<file path="src/rtl/pixel_cache.sv">
// pixel_cache: 2-line fully associative byte cache answering 1-bit pixel requests
// from a 1 bpp image memory with registered-output reads; LRU replacement.
`default_nettype none

module pixel_cache #(
   parameter int IMG_W      = 640,
   parameter int IMG_H      = 480,
   parameter int ADDR_W     = 16,
   parameter int RD_LATENCY = 1
) (
   input  logic              clk,
   input  logic              reset,
   input  logic [9:0]        x,
   input  logic [9:0]        y,
   output logic              pixel,
   output logic              ready,
   input  logic              flush,
   output logic [ADDR_W-1:0] rdaddress,
   input  logic [7:0]        rdata
);

   typedef enum logic [1:0] {
      S_LOOKUP = 2'd0,
      S_WAIT   = 2'd1,
      S_FILL   = 2'd2
   } state_t;

   localparam logic [ADDR_W-1:0] LINE_BYTES = ADDR_W'(IMG_W / 8);
   localparam logic [10:0]       IMG_W_L    = 11'(IMG_W);
   localparam logic [10:0]       IMG_H_L    = 11'(IMG_H);
   localparam logic [1:0]        LAT_M1     = 2'(RD_LATENCY - 1);

   state_t            state_q, state_d;
   logic [1:0]        valid_q, valid_d;
   logic [ADDR_W-1:0] tag_q  [2];
   logic [ADDR_W-1:0] tag_d  [2];
   logic [7:0]        data_q [2];
   logic [7:0]        data_d [2];
   logic              lru_q, lru_d;
   logic [ADDR_W-1:0] miss_addr_q, miss_addr_d;
   logic [ADDR_W-1:0] rdaddress_q, rdaddress_d;
   logic [1:0]        cnt_q, cnt_d;

   logic [ADDR_W-1:0] byte_addr;
   logic              in_range;
   logic [1:0]        hit_vec;
   logic              hit;
   logic              hit_way;
   logic [7:0]        hit_data;

   assign byte_addr = ADDR_W'(y) * LINE_BYTES + ADDR_W'(x[9:3]);
   assign in_range  = ({1'b0, x} < IMG_W_L) && ({1'b0, y} < IMG_H_L);
   assign hit_vec[0] = valid_q[0] && (tag_q[0] == byte_addr);
   assign hit_vec[1] = valid_q[1] && (tag_q[1] == byte_addr);
   assign hit       = |hit_vec;
   assign hit_way   = hit_vec[1];
   assign hit_data  = hit_way ? data_q[1] : data_q[0];

   // A flush cycle never reports a hit: the lines are about to be dropped.
   assign ready     = !reset && (!in_range || (!flush && hit));
   assign pixel     = ready && in_range && hit_data[x[2:0]];
   assign rdaddress = rdaddress_q;

   always_comb begin
      state_d     = state_q;
      valid_d     = valid_q;
      tag_d       = tag_q;
      data_d      = data_q;
      lru_d       = lru_q;
      miss_addr_d = miss_addr_q;
      rdaddress_d = rdaddress_q;
      cnt_d       = cnt_q;
      if (flush) begin
         valid_d = 2'b00;
         state_d = S_LOOKUP;
      end else begin
         case (state_q)
            S_LOOKUP: begin
               if (in_range && !hit) begin
                  miss_addr_d = byte_addr;
                  rdaddress_d = byte_addr;
                  cnt_d       = 2'd0;
                  state_d     = S_WAIT;
               end else if (in_range && hit) begin
                  // LRU names the victim, so point it at the line not just used.
                  lru_d = !hit_way;
               end
            end
            S_WAIT: begin
               if (cnt_q == LAT_M1) begin
                  state_d = S_FILL;
               end else begin
                  cnt_d = cnt_q + 2'd1;
               end
            end
            S_FILL: begin
               valid_d[lru_q] = 1'b1;
               tag_d[lru_q]   = miss_addr_q;
               data_d[lru_q]  = rdata;
               lru_d          = !lru_q;
               state_d        = S_LOOKUP;
            end
            default: state_d = S_LOOKUP;
         endcase
      end
   end

   always_ff @(posedge clk) begin
      if (reset) begin
         state_q     <= S_LOOKUP;
         valid_q     <= 2'b00;
         tag_q       <= '{default: '0};
         data_q      <= '{default: '0};
         lru_q       <= 1'b0;
         miss_addr_q <= '0;
         rdaddress_q <= '0;
         cnt_q       <= 2'd0;
      end else begin
         state_q     <= state_d;
         valid_q     <= valid_d;
         tag_q       <= tag_d;
         data_q      <= data_d;
         lru_q       <= lru_d;
         miss_addr_q <= miss_addr_d;
         rdaddress_q <= rdaddress_d;
         cnt_q       <= cnt_d;
      end
   end

endmodule

`default_nettype wire

</file>
<file path="config.mk">
export PLATFORM = sky130hd
export DESIGN_NAME = pixel_cache
export DESIGN_NICKNAME = d
export VERILOG_FILES = /design/src/rtl/pixel_cache.sv
export SDC_FILE = /design/constraint.sdc
export NUM_CORES = 1
export LEC_CHECK = 0
export BUFFER_PORTS_ARGS = -buffer_cell sky130_fd_sc_hd__buf_2
export CORE_MARGIN = 5
export CORE_UTILIZATION = 31
export CTS_CLUSTER_SIZE = 8
export DETAILED_ROUTE_END_ITERATION = 7
export GPL_ROUTABILITY_DRIVEN = 1
export PLACE_DENSITY = 0.49
export SYNTH_ARGS = -nofsm -noshare
export SYNTH_HDL_FRONTEND = slang
export SYNTH_SLANG_ARGS = --single-unit
</file>
<file path="constraint.sdc">
create_clock -name clk -period 17 [get_ports clk]
set_clock_uncertainty 0.1 [all_clocks]
set_input_delay 5.1 -clock clk [delete_from_list [all_inputs] [get_ports clk]]
set_output_delay 5.1 -clock clk [all_outputs]
set_load 0.05 [all_outputs]
</file>
-- Word level (Yosys, flattened, before mapping)
Index checks and enable logic that the tools add are counted.
- register bits after elaboration: 71
- bits in latches: 0
- RAM bits: 0
- ROM bits: 0
- bits of input ports: 31
- output and inout bits: 18
- memories kept: 0
- add/subtract/negate cells: 2
- multiply operators: 1
- div/mod/pow operators: 0
- order comparisons: 7
- eq/ne operators: 9
- shift-type cells: 0
- mux-type cells: 20
- bitwise logic cells: 3
- reduce and logical (&&, ||, !) cells: 29
- operators by type and width (operator ; count):
    $bwmux W32 ; 1
    $eq A16 B16 Y1 ; 2
    $add A16 B7 Y16 ; 1
    $bwmux W16 ; 1
    $demux W16 S1 ; 1
    $mux W16 ; 1
    $mux W8 ; 2
    $mul A10 B3 Y12 const B ; 1
    $logic_and A1 B1 Y1 ; 11
    $lt A10 B10 Y1 const B ; 1
    $lt A10 B9 Y1 const B ; 1
    $ne A2 B2 Y1 const B ; 5
    $demux W8 S1 ; 1
    $mux W2 ; 4
    $pmux W2 S2 ; 2
    $reduce_and A4 Y1 ; 2
    $logic_not A1 Y1 ; 6
    $logic_not A2 Y1 ; 2
    $lt A3 B4 Y1 const B ; 1
    $mux W1 ; 4
    $reduce_and A2 Y1 ; 2
    $reduce_bool A2 Y1 ; 2
    $reduce_or A2 Y1 ; 2
    $bmux W1 S3 ; 1
    14 further kinds ; 14

-- Logic depth before layout (Yosys ltp)
- depth in word-level cells: 10
- depth in mapped cells: 15

-- Worst setup path before layout
OpenSTA, ideal clock, no wires.
- kind: input -> output
- start point: in y[1]
- end point: out pixel
- arrival time: 9.402 ns
- setup slack: 2.398 ns
- cell stages on the path: 13
- path buffers: 0
- cells stage by stage: ha_1 ha_1 fa_1 nand2_1 nor3b_4 xnor3_1 or4b_2 a211oi_2 nand3_1 or3_4 o2111ai_2 o21ai_1 a2111oi_2
- cells in the longest elaborated chain, start to end: 10
- elaborated cells between the ends (all ways): 18
- those cells by class: 1 x add/sub; 1 x mul; 1 x order compare; 2 x eq/ne; 3 x mux; 10 x reduce/logical
- ends and longest elaborated chain (what ; RTL line ; text):
    from (decl) ; 14 ; input logic [9:0] y,
    parallel branches: the longest is 9 deep, another holds $add A16 B7 Y16 ; - ;
    $logic_and A1 B1 Y1 (*) ; 61 ; assign pixel = ready && in_range && hit_data[x[2:0]];
    to (decl) ; 15 ; output logic pixel,
Mark *: on every way between the ends. The select of a mux whose other input is x is not followed.

-- Final worst setup path
Same ends and word-level chain as after synthesis.

==> run metrics <==
outcome=completed; worst hold path class=register to register; Core Rows=43; Flop pwr share=35.2%; Hold EP=data_q[3]$_SDFFE_PP0P_; die width=128 um; combinational power share=22.3%; Critical-path top delay cell=fa_1; gr usage total=14.0%; Max Root-Sink Buffers=2; number of global-route vias before repair=3675; routed wire length per instance=14.9 um; Post-CTS Setup Bufs=0; HPWL after DPL=7900 um; flop2flop setup slack=13.92 ns; Crit. End Element=output pin; R2R cell count=9; diodes inserted=0; largest net degree at the start of global routing=72; simple-gate portion of the synthesized area=23.7%; CTS HTree Levels=3; Worst Path Arrival=9.44 ns; Worst Path Required=11.80 ns; # port buffers=48; RSZ-0062 raised after global routing=false; routed via count=3644; clock buffer count from CTS=9; Die ar.=0.0163 mm^2; synthesized cell area=0.00431 mm^2; Reg clk slew, reported paths=0.05 ns; Netlist cell types=70; Critical Setup Path Class=input port to output pin; Net Sw Frac=28.6%; Leak Pwr=2.00 nW; Worst R2R End=rdaddress[13]$_SDFFE_PP0P_; Die Ht=128 um; area of the multi-input gates=0.00274 mm^2; stages on the worst setup path=15; post-synthesis compound-gate area fraction=16.2%; Psw=0.139 mW; crit path time final=14.64 ns; Final #Nets=596; Achievable Freq=0.0683 GHz; XOR/XNOR share of the synthesized area=12.3%; first-pass GRT wire length=18300 um; Reg2Reg Launch Point=tag_q[0]$_SDFFE_PP0P_; Post-Synth Adder-Cell Area=6.74%; crit start category=input port; post-route ant nets=0; Seq/Total Area, Yosys=33.0%; WP buf/inv=2; Setup-failing EPs final=0; Area Overhead vs Synth=16.7%; yosys warns=0; Yosys reg bits=71; drt total wl=10800 um; worst-margin pin slew=1.20 ns; syn_nets=557; Clk pwr share=42.5%; post-synthesis mux area share=4.62%; Routability Congestion=0.808; number of synthesized flops with an enable pin=0; Critical Path, Cell by Cell=buf_2 > ha_1 > ha_1 > fa_1 > nand2_1 > a211oi_1 > nor3b_2 > xor3_4 > a211oi_2 > nand3_1 > or3_4 > o2111ai_2 > o21ai_1 > a2111oi_2 > buf_2; routed vias/inst=5.01; max_cap viols=0; Peak VDD IR=0.0000417 V; starting density of the core=31.3%; post-synthesis cell count=504; Clock Latency Late Sink=0.34 ns; Iter 0 DRT Violations=183; CP startpoint=y[1]; CP max FO=5; final critical-path share of the clock period=86.1%; clk sink count=71; drt drc=0; Pre-Repair DR Iteration Count=4; CP top delay family=compound AO/OA/AOI/OAI gates; fraction of layout cells with a size suffix above 1=16.4%; min-delay src=data_q[3]$_SDFFE_PP0P_; Avg Cell Area, Syn=8.54 um^2; antenna violations before repair=0; worst hold path cell count=2; Synth async-reset ratio=0%; CTS root buf=clkbuf_16; Final Hold Violating Endpoints=0; CTS tree=yes; pwr/cell area=96.9 mW/mm^2; Main synth FF type=dfxtp_1; Slew Limit Fails=0; Sum Neg Setup Slack=0 ns; max_slew headroom=19.8%; final core utilization=36.5%; io pins=49; main combinational cell family by area after synthesis=simple AND/OR/NAND/NOR gates; CTS Hold Buffers Added=0; post-CTS sizing=0; Register Area=0.00142 mm^2; GRT overflow=0; P_int=0.347 mW; CP peak stage delay=0.57 ns; fillers=1480; core area=0.0138 mm^2
[stage by stage]
step	power [mW]	worst slack (ns)	hold slack, ns	std cells	cell area (um^2)
3_3_place_gp	0.283	2.34	0.345	712	4690
3_5_place_dp	0.284	2.32	0.348	712	4690
2_1_floorplan	0.259	2.40	0.332	504	4310
6_report	0.487	2.36	0.356	728	5020
4_1_cts	0.493	2.31	0.357	728	5020
5_1_grt	0.512	1.92	0.379	728	5020
[metal layers]
metal | track usage (%) | part of all wire [%] | routed length (um) | up-vias
met5 | 0 | 0 | 0 | -
met4 | 5.74 | 1.7 | 187 | 0
met3 | 1.75 | 2.9 | 317 | 13
met2 | 22.2 | 45 | 4920 | 57
met1 | 19.3 | 50 | 5430 | 1706
li1 | - | - | - | 1868
[cells in the final DEF, fill, tap and decap left out, types with 3 or more instances in the layout]
master / netlist / routed
a211o_1: 3 / 3
a211oi_1: 4 / 4
a21oi_1: 65 / 65
a31oi_1: 4 / 4
and3_1: 3 / 3
and4_1: 4 / 4
buf_2: 1 / 48
buf_4: 4 / 3
clkbuf_16: 0 / 9
dfxtp_1: 71 / 71
ha_1: 20 / 20
inv_1: 10 / 10
mux2i_1: 15 / 15
nand2_1: 110 / 110
nand2b_1: 4 / 4
nand3_1: 11 / 11
nand4_1: 7 / 7
nor2_1: 26 / 26
nor3_1: 9 / 9
nor4_1: 5 / 4
nor4_2: 2 / 3
o21a_1: 3 / 3
o21ai_0: 4 / 4
or3_1: 5 / 5
or4_1: 3 / 3
xnor2_1: 18 / 18
xnor3_1: 5 / 5
xor2_1: 19 / 19
[flip-flops by register name (all words and copies together) (netlist names)]
register   flops
state_q        2
cnt_q          2
tag_q         32
data_q        16
rdaddress     16
lru_q          1
valid_q        2
[worst register-to-register path, delay by kind of cell (launching register included)]
kind | cells | cell delay [ns]
flops | 1 | 0.32
xor+xnor | 1 | 0.17
simple gates | 7 | 2.11
mux | 1 | 0.24
[power groups by stage]
stage          Sequential (mW)  Combinational (mW)  Clock (mW)
2_1_floorplan            0.182              0.0768           0
3_3_place_gp             0.175               0.107           0
3_5_place_dp             0.175               0.108           0
4_1_cts                  0.172               0.109       0.213
5_1_grt                  0.172               0.120       0.221
6_report                 0.171               0.108       0.207
[layout make-up]
class / instances / share of cell area, %
Clock inverter: 5 / 1.59
Timing Repair Buffer: 51 / 5.23
Multi-Input combinational cell: 400 / 54.6
Sequential cell: 71 / 28.3
Tap cell: 180 / 4.48
Inverter: 10 / 0.747
Clock buffer: 11 / 5.03
[cell usage after synthesis, types with 2 or more instances]
| master | count | share of area [%] |
|---|---|---|
| nand2b_1 | 4 | 0.58 |
| xor2_1 | 19 | 3.9 |
| a21oi_1 | 65 | 7.6 |
| o21bai_1 | 2 | 0.35 |
| a211oi_1 | 4 | 0.70 |
| or3_4 | 2 | 0.52 |
| nor2b_1 | 2 | 0.29 |
| nor4_1 | 5 | 0.73 |
| dfxtp_1 | 71 | 33 |
| mux2i_1 | 15 | 3.5 |
| nand3_1 | 11 | 1.3 |
| and3_1 | 3 | 0.44 |
| xnor2_1 | 18 | 3.7 |
| buf_4 | 4 | 0.70 |
| a21o_1 | 2 | 0.35 |
| o31ai_1 | 2 | 0.35 |
| a31oi_1 | 4 | 0.58 |
| nand4_1 | 7 | 1.0 |
| xnor3_1 | 5 | 2.6 |
| or4_1 | 3 | 0.52 |
| fa_1 | 2 | 0.93 |
| nand2_1 | 110 | 9.6 |
| ha_1 | 20 | 5.8 |
| mux2_2 | 2 | 0.52 |
| o21a_1 | 3 | 0.52 |
| nor4_2 | 2 | 0.58 |
| xor3_1 | 2 | 1.1 |
| a2bb2oi_1 | 2 | 0.41 |
| or3_1 | 5 | 0.73 |
| and4_1 | 4 | 0.81 |
| a211o_1 | 3 | 0.61 |
| nor2_1 | 26 | 2.3 |
| o21ai_0 | 4 | 0.46 |
| inv_1 | 10 | 0.87 |
| nand3b_1 | 2 | 0.35 |
| nor3_1 | 9 | 1.0 |
| clkbuf_1 | 17 | 1.5 |
[worst max-delay path by stage]
stage	to	slack, ns
2_1_floorplan	pixel	2.40
3_3_place_gp	pixel	2.34
3_5_place_dp	pixel	2.32
4_1_cts	pixel	2.31
5_1_grt	pixel	1.92
6_report	pixel	2.36
[cells by family after synthesis]
| logic type | after synthesis |
|---|---|
| fa+ha+maj | 22 |
| buf+inv | 33 |
| xor+xnor | 46 |
| flops | 71 |
| compound gates | 107 |
| simple gates | 207 |
| mux | 18 |
(Power assumes the default switching activity.)
